## src/rtl/change_dispenser.sv

```systemverilog
// change_dispenser
//   Returns change through the physical coin hoppers. A requested amount is
//   paid out greedily (largest coin first), each eject is handshaked with the
//   chute sensor, and per-hopper inventory is tracked. A hopper that never
//   reports a coin is flagged as jammed, treated as empty, and the greedy
//   selection falls through to the next smaller coin.
//
// Optional feature: define DOLLAR_COIN_EN to add a 100-cent dollar-coin
//   hopper (ports load_o, eject_o, cnt_o), tried before the quarter.
//
// Ports:
//   clk, reset                 system clock, synchronous active-high reset
//   req_valid, req_amount      change request and amount in cents
//   req_ready                  request can be accepted this cycle
//   load_en, load_q/d/n        load hopper inventories (IDLE only)
//   eject_q/d/n                eject command per hopper (one-hot or idle)
//   coin_sense                 one-cycle pulse, coin has left the chute
//   busy, done                 not-idle flag, completion pulse
//   short_amount               cents not returned for the last request
//   fault                      sticky hopper-timeout flag
//   cnt_q/d/n                  current hopper inventories
//
// state  | meaning
// IDLE   | waiting for a request or an inventory load
// SELECT | pick the largest coin that fits and is in stock
// EJECT  | eject line high, waiting for coin_sense or timeout
// GAP    | hopper recovery time between ejects
// FINISH | one-cycle done pulse

module change_dispenser #(
  parameter int AMT_W   = 9,
  parameter int CNT_W   = 6,
  parameter int TIMEOUT = 16,
  parameter int GAP_CYC = 2
) (
  input  logic             clk,
  input  logic             reset,
  input  logic             req_valid,
  input  logic [AMT_W-1:0] req_amount,
  output logic             req_ready,
  input  logic             load_en,
  input  logic [CNT_W-1:0] load_q,
  input  logic [CNT_W-1:0] load_d,
  input  logic [CNT_W-1:0] load_n,
`ifdef DOLLAR_COIN_EN
  input  logic [CNT_W-1:0] load_o,
  output logic             eject_o,
  output logic [CNT_W-1:0] cnt_o,
`endif
  output logic             eject_q,
  output logic             eject_d,
  output logic             eject_n,
  input  logic             coin_sense,
  output logic             busy,
  output logic             done,
  output logic [AMT_W-1:0] short_amount,
  output logic             fault,
  output logic [CNT_W-1:0] cnt_q,
  output logic [CNT_W-1:0] cnt_d,
  output logic [CNT_W-1:0] cnt_n
);

  localparam int TMR_MAX = (TIMEOUT > GAP_CYC) ? TIMEOUT : GAP_CYC;
  localparam int TMR_W   = $clog2(TMR_MAX + 1);

  typedef enum logic [2:0] {
    S_IDLE,
    S_SELECT,
    S_EJECT,
    S_GAP,
    S_FINISH
  } state_t;

  typedef enum logic [1:0] {
    COIN_O,
    COIN_Q,
    COIN_D,
    COIN_N
  } coin_t;

  state_t           state_q, state_d;
  coin_t            sel_q, sel_d;
  logic [TMR_W-1:0] tmr_q, tmr_d;
  logic [AMT_W-1:0] rem_q, rem_d;
  logic [AMT_W-1:0] short_q, short_d;
  logic             fault_q, fault_d;
  logic [CNT_W-1:0] qtr_cnt_q, qtr_cnt_d;
  logic [CNT_W-1:0] dim_cnt_q, dim_cnt_d;
  logic [CNT_W-1:0] nkl_cnt_q, nkl_cnt_d;
`ifdef DOLLAR_COIN_EN
  logic [CNT_W-1:0] dol_cnt_q, dol_cnt_d;
`endif
  logic [AMT_W-1:0] coin_val;

  always_comb begin
    coin_val = '0;
    unique case (sel_q)
      COIN_O:  coin_val = AMT_W'(100);
      COIN_Q:  coin_val = AMT_W'(25);
      COIN_D:  coin_val = AMT_W'(10);
      COIN_N:  coin_val = AMT_W'(5);
      default: coin_val = '0;
    endcase
  end

  always_comb begin
    state_d   = state_q;
    sel_d     = sel_q;
    tmr_d     = tmr_q;
    rem_d     = rem_q;
    short_d   = short_q;
    fault_d   = fault_q;
    qtr_cnt_d = qtr_cnt_q;
    dim_cnt_d = dim_cnt_q;
    nkl_cnt_d = nkl_cnt_q;
`ifdef DOLLAR_COIN_EN
    dol_cnt_d = dol_cnt_q;
`endif

    unique case (state_q)
      S_IDLE: begin
        // A load takes the whole cycle; req_ready is low so no request is taken.
        if (load_en) begin
          qtr_cnt_d = load_q;
          dim_cnt_d = load_d;
          nkl_cnt_d = load_n;
`ifdef DOLLAR_COIN_EN
          dol_cnt_d = load_o;
`endif
        end else if (req_valid) begin
          rem_d   = req_amount;
          short_d = '0;
          state_d = S_SELECT;
        end
      end

      S_SELECT: begin
        state_d = S_EJECT;
        tmr_d   = TMR_W'(TIMEOUT - 1);
`ifdef DOLLAR_COIN_EN
        if (rem_q >= AMT_W'(100) && dol_cnt_q != '0) sel_d = COIN_O;
        else
`endif
        if (rem_q >= AMT_W'(25) && qtr_cnt_q != '0) sel_d = COIN_Q;
        else if (rem_q >= AMT_W'(10) && dim_cnt_q != '0) sel_d = COIN_D;
        else if (rem_q >= AMT_W'(5) && nkl_cnt_q != '0) sel_d = COIN_N;
        else begin
          short_d = rem_q;
          state_d = S_FINISH;
        end
      end

      S_EJECT: begin
        if (coin_sense || tmr_q == '0) begin
          if (coin_sense) begin
            rem_d   = rem_q - coin_val;
            tmr_d   = TMR_W'(GAP_CYC - 1);
            state_d = S_GAP;
          end else begin
            // Jammed hopper: mark it empty so selection falls through.
            fault_d = 1'b1;
            state_d = S_SELECT;
          end
          unique case (sel_q)
            COIN_Q:  qtr_cnt_d = coin_sense ? qtr_cnt_q - 1'b1 : '0;
            COIN_D:  dim_cnt_d = coin_sense ? dim_cnt_q - 1'b1 : '0;
            COIN_N:  nkl_cnt_d = coin_sense ? nkl_cnt_q - 1'b1 : '0;
`ifdef DOLLAR_COIN_EN
            COIN_O:  dol_cnt_d = coin_sense ? dol_cnt_q - 1'b1 : '0;
`endif
            default: ;
          endcase
        end else begin
          tmr_d = tmr_q - 1'b1;
        end
      end

      S_GAP: begin
        if (tmr_q == '0) state_d = S_SELECT;
        else             tmr_d   = tmr_q - 1'b1;
      end

      S_FINISH: state_d = S_IDLE;

      default: state_d = S_IDLE;
    endcase
  end

  always_ff @(posedge clk) begin
    if (reset) begin
      state_q   <= S_IDLE;
      sel_q     <= COIN_Q;
      tmr_q     <= '0;
      rem_q     <= '0;
      short_q   <= '0;
      fault_q   <= 1'b0;
      qtr_cnt_q <= '0;
      dim_cnt_q <= '0;
      nkl_cnt_q <= '0;
`ifdef DOLLAR_COIN_EN
      dol_cnt_q <= '0;
`endif
    end else begin
      state_q   <= state_d;
      sel_q     <= sel_d;
      tmr_q     <= tmr_d;
      rem_q     <= rem_d;
      short_q   <= short_d;
      fault_q   <= fault_d;
      qtr_cnt_q <= qtr_cnt_d;
      dim_cnt_q <= dim_cnt_d;
      nkl_cnt_q <= nkl_cnt_d;
`ifdef DOLLAR_COIN_EN
      dol_cnt_q <= dol_cnt_d;
`endif
    end
  end

  // Eject lines decode straight from state, so they drop the cycle after
  // the coin is sensed, on timeout, or on reset.
  assign eject_q      = (state_q == S_EJECT) && (sel_q == COIN_Q);
  assign eject_d      = (state_q == S_EJECT) && (sel_q == COIN_D);
  assign eject_n      = (state_q == S_EJECT) && (sel_q == COIN_N);
`ifdef DOLLAR_COIN_EN
  assign eject_o      = (state_q == S_EJECT) && (sel_q == COIN_O);
  assign cnt_o        = dol_cnt_q;
`endif
  assign req_ready    = (state_q == S_IDLE) && !load_en;
  assign busy         = (state_q != S_IDLE);
  assign done         = (state_q == S_FINISH);
  assign short_amount = short_q;
  assign fault        = fault_q;
  assign cnt_q        = qtr_cnt_q;
  assign cnt_d        = dim_cnt_q;
  assign cnt_n        = nkl_cnt_q;

endmodule

```

## config.mk

```make
export PLATFORM = sky130hd
export DESIGN_NAME = change_dispenser
export DESIGN_NICKNAME = d
export VERILOG_FILES = /design/src/rtl/change_dispenser.sv
export SDC_FILE = /design/constraint.sdc
export NUM_CORES = 1
export LEC_CHECK = 0
export CAP_MARGIN = 20
export CORE_UTILIZATION = 48
export CTS_BUF_LIST = sky130_fd_sc_hd__clkbuf_4 sky130_fd_sc_hd__clkbuf_8
export DETAILED_ROUTE_END_ITERATION = 10
export GPL_ROUTABILITY_DRIVEN = 0
export PLACE_DENSITY = 0.79
export SYNTH_ARGS = -nofsm -noshare
export SYNTH_HDL_FRONTEND = slang
export SYNTH_SLANG_ARGS = --single-unit
```

## constraint.sdc

```tcl
create_clock -name clk -period 2.2 [get_ports clk]
set_input_delay 0.22 -clock clk [delete_from_list [all_inputs] [get_ports clk]]
set_output_delay 0.22 -clock clk [all_outputs]
set_load 0.02 [all_outputs]
```

==> results.txt <==
----------------------------------------------------
[Route]
  Detailed-routing iteration count for the pre-antenna-repair pass ... 5
  Via count normalized by instance count ... ~6.0
  Final antenna-violating net count ... 0
  Total vias in the final route ... about 3200
  Iter 0 DRT Violations ... 300
  Number of remaining DRC errors ... 0
  Routed wirelength normalized by instance count ... 16.2 um
  DRT Wirelength ... between 8000 and 9000 um

[Critical path]
  Kind of critical path ... flop to flop
  Category of the worst setup path capture point ... flop
  Critical-path maximum fanout ... 3
  Required time at the worst-slack endpoint ... approximately 2.4 ns
  Setup crit start kind ... flop
  Critical path arrival ... around 2.5 ns

[Synthesis]
  Cell area after synthesis ... approximately 0.0031 mm2
  Distinct cell type count of the synthesized netlist ... a little over 60
  Flip-flop cell with the highest count after synthesis ... dfxtp_1
  Largest cells by area after synthesis ... dfxtp_1 (30%), ha_1 (7.3%), nor2_1 (5.3%)
  Fraction of synthesized cell area taken by the top area cell type ... 0.303
  Count of flip-flops with a built-in enable after synthesis ... 0
  Post-synthesis cell type with the largest combined area ... dfxtp_1
  Synth Net Count ... between 400 and 500
  Mean area per synthesized cell ... ~8.1 um2
  Proportion of synthesized flip-flops having asynchronous set or reset ... 0
  Post-synthesis sequential area ratio ... 0.303
  Number of warnings issued by yosys ... 0
  Post-Syn Instances ... 381
  Number of synthesized register bits ... 47

[Finish]
  Final Core Density ... 0.706
  Filler-free cell count of the finished design ... around 540
  Commonest cells after routing, fill and taps aside ... clkdlybuf4s50_1 (62), dfxtp_1 (45), nor2_1 (41)
  Fill cell instance count of the final layout ... approximately 480
  Diodes inserted ... 0
  Leading cell type in the layout, fill and taps excluded ... clkdlybuf4s50_1
  Layout overhead on the synthesized area ... 38.0%
  Share of final-layout standard cells stronger than drive strength 1 ... 0.176
  # nets final ... about 520

[GRT]
  Total GRT Usage ... 0.261
  Maximum number of pins on one net before global-route repair ... 40
  Via count of the first global-routing pass ... between 2000 and 3000
  Wire length of the first global-routing pass ... 13600 um
  Number of antenna violations at the first check in global routing ... 0
  GRT overflow ... 0

[Clock network]
  Sinks on Clock Net ... 47
  CTS root buffer ... clkbuf_8
  Maximum buffer depth of the clock tree ... 2
  TritonCTS Buffers ... 5
  Post-CTS clock slew at the launch and capture registers of the worst setup and hold paths ... approximately 0.10 ns
  Number of hold buffers added after cts ... 0
  Clock tree from TritonCTS ... done
  CTS H-tree depth ... 2
  Clock latency on the worst-skew pair ... around 0.3 ns

[Timing]
  Fmax achieved ... between 0.4 and 0.5 GHz
  Share of the cycle needed by the critical path after routing ... 1.04
  Minimum clock period after layout ... roughly 2.3 ns
  RSZ-0062 raised after global routing ... yes
  Final hold vios ... 0
  Clock Skew ... 0.00899 ns
  Minimum hold slack ... approximately 0.47 ns
  Final count of pins violating max slew ... 0
  Transition time of the tightest slew-check pin ... between 0.7 and 0.8 ns
  PnR worst setup slack ... -0.0989 ns
  Number of endpoints failing setup at the final stage ... 5
  Headroom to the max-slew limit ... 0.471

[Die]
  Io pins ... 66
  Core box area ... between 0.006 and 0.007 mm2
  Starting Density ... 0.512
  DIE HEIGHT ... ~82 um
  Die outline width ... ~82 um
  Site row count ... 28
  Area of the die ... slightly below 0.007 mm2

[Power]
  Reported leakage power ... between 1.5 and 2 nW
  IR drop worst, VDD ... ~0.00040 V
  PnR Total Power ... around 2.4 mW
  Power density normalized to cell area ... roughly 570 mW/mm2

[Run]
  Max-cap check violation count ... 0

[Status]
  Run status ... finished with violations
  Failing checks ... negative setup slack

[Place]
  HPWL after DPL ... around 6000 um
  Port Buffers ... between 60 and 70
  Placed cells ... 530

[Min path]
  Tightest Hold Check Type ... flop to flop

----------------------------------------------------
[stage by stage]
step	worst slack (ns)	setup TNS (ns)	cell area, um2
3_3_place_gp	-0.0594	-0.105	3980
5_1_grt	-0.192	-0.696	4280
4_1_cts	-0.0805	-0.143	4190
6_report	-0.0989	-0.289	4280
2_1_floorplan	-0.0215	-0.0215	3120
3_5_place_dp	-0.133	-0.235	3980
[path summary, 6_finish.rpt]
check,start,endpoint,slack (ns),depth (start not counted)
worst min-delay path,short_amount[8],short_amount[8],0.47,2
worst max register to register,sel_q[0],rem_q[4],-0.1,12
worst min register to register,short_amount[8],short_amount[8],0.47,2
worst max-delay path,sel_q[0],rem_q[4],-0.1,12
[critical path, stage by stage (launching register included)]
cell and delay [ns]:
dfxtp_4 0.38, buf_6 0.13, ha_4 0.16, nor2_4 0.12, nor2_2 0.06, ha_4 0.17, fa_2 0.34, nor2b_2 0.14
buf_4 0.13, o21ai_2 0.05, a211oi_2 0.23, a21oi_1 0.09, a211oi_1 0.22
[area by class of cell]
class | instances | area [um2] | share of cell area
Multi-Input combinational cell | 292 | 2130 | 0.497
Sequential cell | 47 | 948 | 0.222
Timing Repair Buffer | 98 | 910 | 0.212
Tap cell | 75 | 93.8 | 0.0219
Inverter | 22 | 87.6 | 0.0205
Clock buffer | 5 | 68.8 | 0.0161
Clock inverter | 3 | 43.8 | 0.0102
[logic make-up after synthesis]
family                   Yosys count  share of synthesized area
multiplexers                      17                     0.0560
buffers and inverters             42                     0.0613
AO/OA/AOI/OAI                    108                      0.252
adder cells (fa/ha/maj)           19                     0.0790
flip-flops                        47                      0.303
XOR/XNOR                           3                    0.00847
AND/OR/NAND/NOR                  145                      0.240
[synth_stat cells (all sizes together), types with 2 or more instances]
library cell,n
o211ai,2
clkbuf,7
xnor2,3
inv,22
dfxtp,47
or3b,2
nor2,44
mux2,3
a221oi,7
o21a,2
nand3,4
nand2b,9
a211oi,21
mux2i,14
nor3,14
nor2b,9
buf,13
a21oi,24
ha,18
o211a,2
nor4b,4
nor3b,4
a31oi,10
o31a,2
a22oi,4
or2,2
o21bai,2
nand2,37
a21o,3
nor4,7
o21ai,18
[power by group]
part           switching (mW)  internal [mW]
clock network           0.314          0.339
registers              0.0696          0.900
logic                   0.404          0.393
[timing repair]
item	4_1_cts	5_1_grt
setup endpoints to repair	4	10
gates cloned	0	0
buffers inserted	4	0
resized for setup	16	20
pin swaps	14	9
[sequential cells by signal, summed over array words and instances (netlist names)]
register,flops
rem_q,9
short_amount,9
cnt_d,6
cnt_n,6
cnt_q,6
tmr_q,5
state_q,3
sel_q,2
fault,1
[routing by layer]
layer / vias to the layer above / GRT usage / share of wire
met4: 0 / 0.0737 / 0.015
li1: 1549 / - / -
met1: 1534 / 0.352 / 0.46
met2: 128 / 0.425 / 0.46
met5: - / 0 / 0
met3: 15 / 0.0451 / 0.068
Note: power is estimated with default switching activity, not from simulation.
==> variant 1 (config.mk and constraints unchanged) <==
Change the parameter `CNT_W` from 6 to 3.
--- a/src/rtl/change_dispenser.sv
+++ b/src/rtl/change_dispenser.sv
@@ -29,7 +29,7 @@
 
 module change_dispenser #(
   parameter int AMT_W   = 9,
-  parameter int CNT_W   = 6,
+  parameter int CNT_W   = 3,
   parameter int TIMEOUT = 16,
   parameter int GAP_CYC = 2
 ) (
Interface: changed (6 resized); port bits go from 66 to 48. The function was not compared with the original's and may differ.
==> variant 1 against the unedited design <==
Highest routed layer unchanged. Critical path type unchanged. Area after synthesis decreased by 20%. Critical path depth decreased by 2. Cell area decreased by 18%. Worst setup slack got worse by 0.0091 ns. The run still ends with negative setup slack left. Sequential cell count decreased by 9. Routed wire length decreased by 19%. Total power decreased by 12%. Sequential share of layout area decreased by 0.32 points. Critical endpoint is now rem_q[8]$_SDFFE_PP0P_.
==> variant 1: results (changes against the unedited design) <==
[critical_path]
max_stage_delay_ns=0.42  ; +0.04 ns
cp_max_fo=4  ; +1
r2r-end=rem_q[8]$_SDFFE_PP0P_
cpLargestDelayFamily=compound AO/OA/AOI/OAI gates
reg2reg_depth=10  ; -2
crit_arrival_ns=2.53  ; about the same
cpMaxStageDelayCell=dfxtp_4

[timing]
setup_slack_ns=-0.1081  ; -0.009134 ns
slew_headroom_pct=69.31  ; +22 points
setup_viol=2  ; -3
finClkSkew_ns=0.008181  ; -0.0008079 ns

[drt]
vias=2595  ; -20%
viasPerCell=5.754  ; -3.3%
first_pass_iters=4  ; -1
routed_wl_um=7098  ; -19%
drtIter0Drc=216  ; -28%

[global_routing]
grt_max_degree=20  ; -50%
grt_pass1_wl_um=11250  ; -17%
grt_pass1_vias=2436  ; -17%

[clocking]
clk_pin_slew_ns=0.08  ; -0.02 ns
cts_setup_buffers=1  ; -3
post_cts_resize_count=23  ; +7

[placement]
hpwl_um=4750  ; -21%
place_inst=440  ; -17%
port_buffers=47  ; -28%
dpl_cell_area_um2=3212  ; -19%
pre_cts_ws_ns=-0.1656  ; -0.03311 ns

[pwr]
p_leak_uw=0.001355  ; -21%
powerSeq_uw=764  ; -21%
switching_share_pct=30.09  ; -2.5 points
ir_drop_mv=0.4289  ; +7.9%
comb_power_uw=636  ; -20%

[min_path]
min_from=short_amount[3]$_SDFFE_PP0P_

[synthesis]
synth_xor_area_share_pct=0  ; -0.85 points
ys_types=50  ; -19%
synth_top_cells_by_area=dfxtp_1, ha_1, a211oi_1
synth_nets=355  ; -18%
muxShareOfSynthArea_pct=0.4518  ; -5.2 points
synth-async-reset-ratio_pct=0  ; unchanged
synth_compound_area_share_pct=27.11  ; +1.9 points
synth_top_cells_by_count=dfxtp_1, nor2_1, a21oi_1
synth_seq_area_share_pct=30.52  ; +0.20 points
synth_adder_area_share_pct=10.34  ; +2.4 points

[outcome]
outcome=finished, violations left
violations=negative setup slack

[cells_and_area]
nFillCells=377  ; -22%
nets=426  ; -18%
drive_gt1_share_pct=20.31  ; +2.8 points
multi_input_area_um2=1724  ; -19%

variant 1: final cells by class:
cell class                 count  area share (%)
timing repair buffer          79           20.48
sequential                    38           21.84
tap                           67           2.383
inverter                      21           2.383
clock inverter                 3           1.956
multi-input combinational    238           49.00
clock buffer                   5           1.956
variant 1: how the worst min path moves through the flow:
stage,end,slack [ns],cells past startpoint
CTS,short_amount[3]$_SDFFE_PP0P_,0.46,2
detailed placement,short_amount[3]$_SDFFE_PP0P_,0.45,2
finish,short_amount[3]$_SDFFE_PP0P_,0.46,2
global route,short_amount[6]$_SDFFE_PP0P_,0.48,2
floorplan,rem_q[7]$_SDFFE_PP0P_,0.39,2
global placement,short_amount[7]$_SDFFE_PP0P_,0.44,2
variant 1: routing by layer:
| metal | up-vias | GRT usage, % | routed length [um] |
|---|---|---|---|
| met5 | - | 0 | 0 |
| met4 | 0 | 10.68 | 137 |
| met3 | 13 | 4.472 | 404 |
| met2 | 86 | 45.05 | 3381 |
| met1 | 1222 | 33.75 | 3175 |
| li1 | 1274 | - | - |
==> variant 2 (config.mk and constraints unchanged) <==
Made on the original files. The 4 values of `coin_t` get a one-hot encoding in 4 bits.
--- a/src/rtl/change_dispenser.sv
+++ b/src/rtl/change_dispenser.sv
@@ -71,11 +71,11 @@
     S_FINISH
   } state_t;
 
-  typedef enum logic [1:0] {
-    COIN_O,
-    COIN_Q,
-    COIN_D,
-    COIN_N
+  typedef enum logic [3:0] {
+    COIN_O = 4'b0001,
+    COIN_Q = 4'b0010,
+    COIN_D = 4'b0100,
+    COIN_N = 4'b1000
   } coin_t;
 
   state_t           state_q, state_d;
Check against the original RTL: no difference found for any inputs over 10 cycles, from zero or initial values and one cycle with reset high; not proved beyond that.
==> variant 2 against the unedited design <==
First-iteration DRC count fell by 55%. Cell area fell by 9.1%. Routed wire length fell by 8.4%. Cell count fell by 6.3%. Non-clock buffer count fell by 9. Area after synthesis fell by 6.6%. Worst setup slack improved by 0.16 ns. Sequential cell count rose by 1. Critical path type unchanged.
Power is not compared: it rests on default switching activity, and its combinational part moved more than twofold at a synthesized area within 25%.
==> variant 2: results (changes against the unedited design) <==
[clocking]
cts-root-buf=clkbuf_8
cts_buffer_depth=2  ; unchanged
cts_made_buffers=5  ; unchanged
insertion_delay_ns=0.30  ; about the same
cts_setup_buffers=0  ; -4
htreeDepth=2  ; unchanged

[timing]
setup_slack_ns=0.05730  ; +0.1562 ns
holdWs_ns=0.4834  ; +0.01549 ns
finClkSkew_ns=0.006664  ; -0.002324 ns
slew_headroom_pct=63.34  ; +16 points

[global_routing]
grt_util_met3_pct=4.800  ; +0.29 points
grt_pass1_vias=2840  ; -3.8%
grt_max_degree=29  ; -28%
grt_use_met2_pct=42.05  ; -0.43 points
grt_pass1_wl_um=13190  ; -3.0%
grtUsageMet1_pct=34.81  ; -0.40 points
gr-usage-all-layers_pct=26.00  ; -0.087 points
grt_antenna_before_repair=0  ; unchanged

[min_path]
hold_path.class=reg -> reg

[critical_path]
startpoint=sel_q[1]$_SDFFE_PP1P_
crit_arrival_ns=2.37  ; -0.15 ns
reg2reg_depth=11  ; -1
r2r-end=rem_q[6]$_SDFFE_PP0P_
cp_max_fo=4  ; +1
path_class=reg -> reg

[synthesis]
synth-async-reset-ratio_pct=0  ; unchanged
yosys_warnings=0  ; unchanged
synth_nets=405  ; -6.3%
ys_types=63  ; +1.6%
synth_seq_area_share_pct=33.15  ; +2.8 points
synth_top_cells_by_area=dfxtp_1, ha_1, nor2_1
synth_top_cells_by_count=dfxtp_1, nor2_1, nand2_1
syn_area_per_cell_um2=8.075  ; -0.85%

[placement]
dpl_cell_area_um2=3741  ; -5.9%
port_buffers=65  ; unchanged
pre_cts_ws_ns=0.009044  ; +0.1416 ns
hpwl_um=5804  ; -3.9%
place_inst=501  ; -5.5%

[drt]
met3WireLength_um=476  ; -20%
first_pass_iters=4  ; -1
drtIter0Drc=136  ; -55%
vias=2985  ; -7.5%
wl_met1_um=3712  ; -7.9%
wl_met2_um=3792  ; -5.8%
routed_wl_um=8049  ; -8.4%

[cells_and_area]
drive_gt1_share_pct=13.07  ; -4.5 points
nets=482  ; -6.8%
antenna_cells=0  ; unchanged
final_cells=508  ; -6.3%
nFillCells=480  ; -0.62%
area_growth_pct=34.31

[outcome]
outcome=complete, no violations

[pwr]
ir_drop_mv=0.4977

variant 2: how the worst min path moves through the flow:
stage / startpoint / to / depth (start not counted)
floorplan: reset / state_q[2]$_SDFFE_PP0P_ / 1
global placement: fault$_SDFFE_PP0P_ / fault$_SDFFE_PP0P_ / 2
detailed placement: short_amount[1]$_SDFFE_PP0P_ / short_amount[1]$_SDFFE_PP0P_ / 1
CTS: req_amount[4] / rem_q[4]$_SDFFE_PP0P_ / 3
global route: short_amount[3]$_SDFFE_PP0P_ / short_amount[3]$_SDFFE_PP0P_ / 1
finish: short_amount[2]$_SDFFE_PP0P_ / short_amount[2]$_SDFFE_PP0P_ / 1
variant 2: critical path, stage by stage, from the launching register on:
cell and delay [ns]:
dfxtp_2 0.35, inv_2 0.04, or3_4 0.39, nand2_1 0.08, ha_2 0.18, fa_2 0.20
nor2b_1 0.05, o21a_1 0.20, o21ai_2 0.14, buf_6 0.13, a311oi_2 0.09, nor3_1 0.21
variant 2: final cells by class:
type	instances	area share (%)
well taps	72	2.314
flip-flops and latches	48	24.78
clock buffers	6	2.121
clock inverters	1	0.2249
repair buffers	89	21.40
inverters	20	1.928
multi-input cells	272	47.24
variant 2: what timing repair did:
action                     4_1_cts  5_1_grt
gates cloned                     0        0
hold endpoints to repair         0        0
setup endpoints to repair        2       16
pin swaps                        0        1
gates resized for setup          2       16
variant 2: cell families after synthesis:
group,after synthesis,share of synthesized area (%)
XOR/XNOR,5,1.511
AND/OR/NAND/NOR,135,25.03
adder cells (fa/ha/maj),14,6.301
buffers and inverters,39,5.481
flip-flops,48,33.15
AO/OA/AOI/OAI,118,28.53
variant 2: where the power goes:
group          switching (uW)  internal [uW]  leakage [uW]
combinational            1050            870       0.00104
clock                     298            251     0.0000473
sequential                182           1020      0.000394
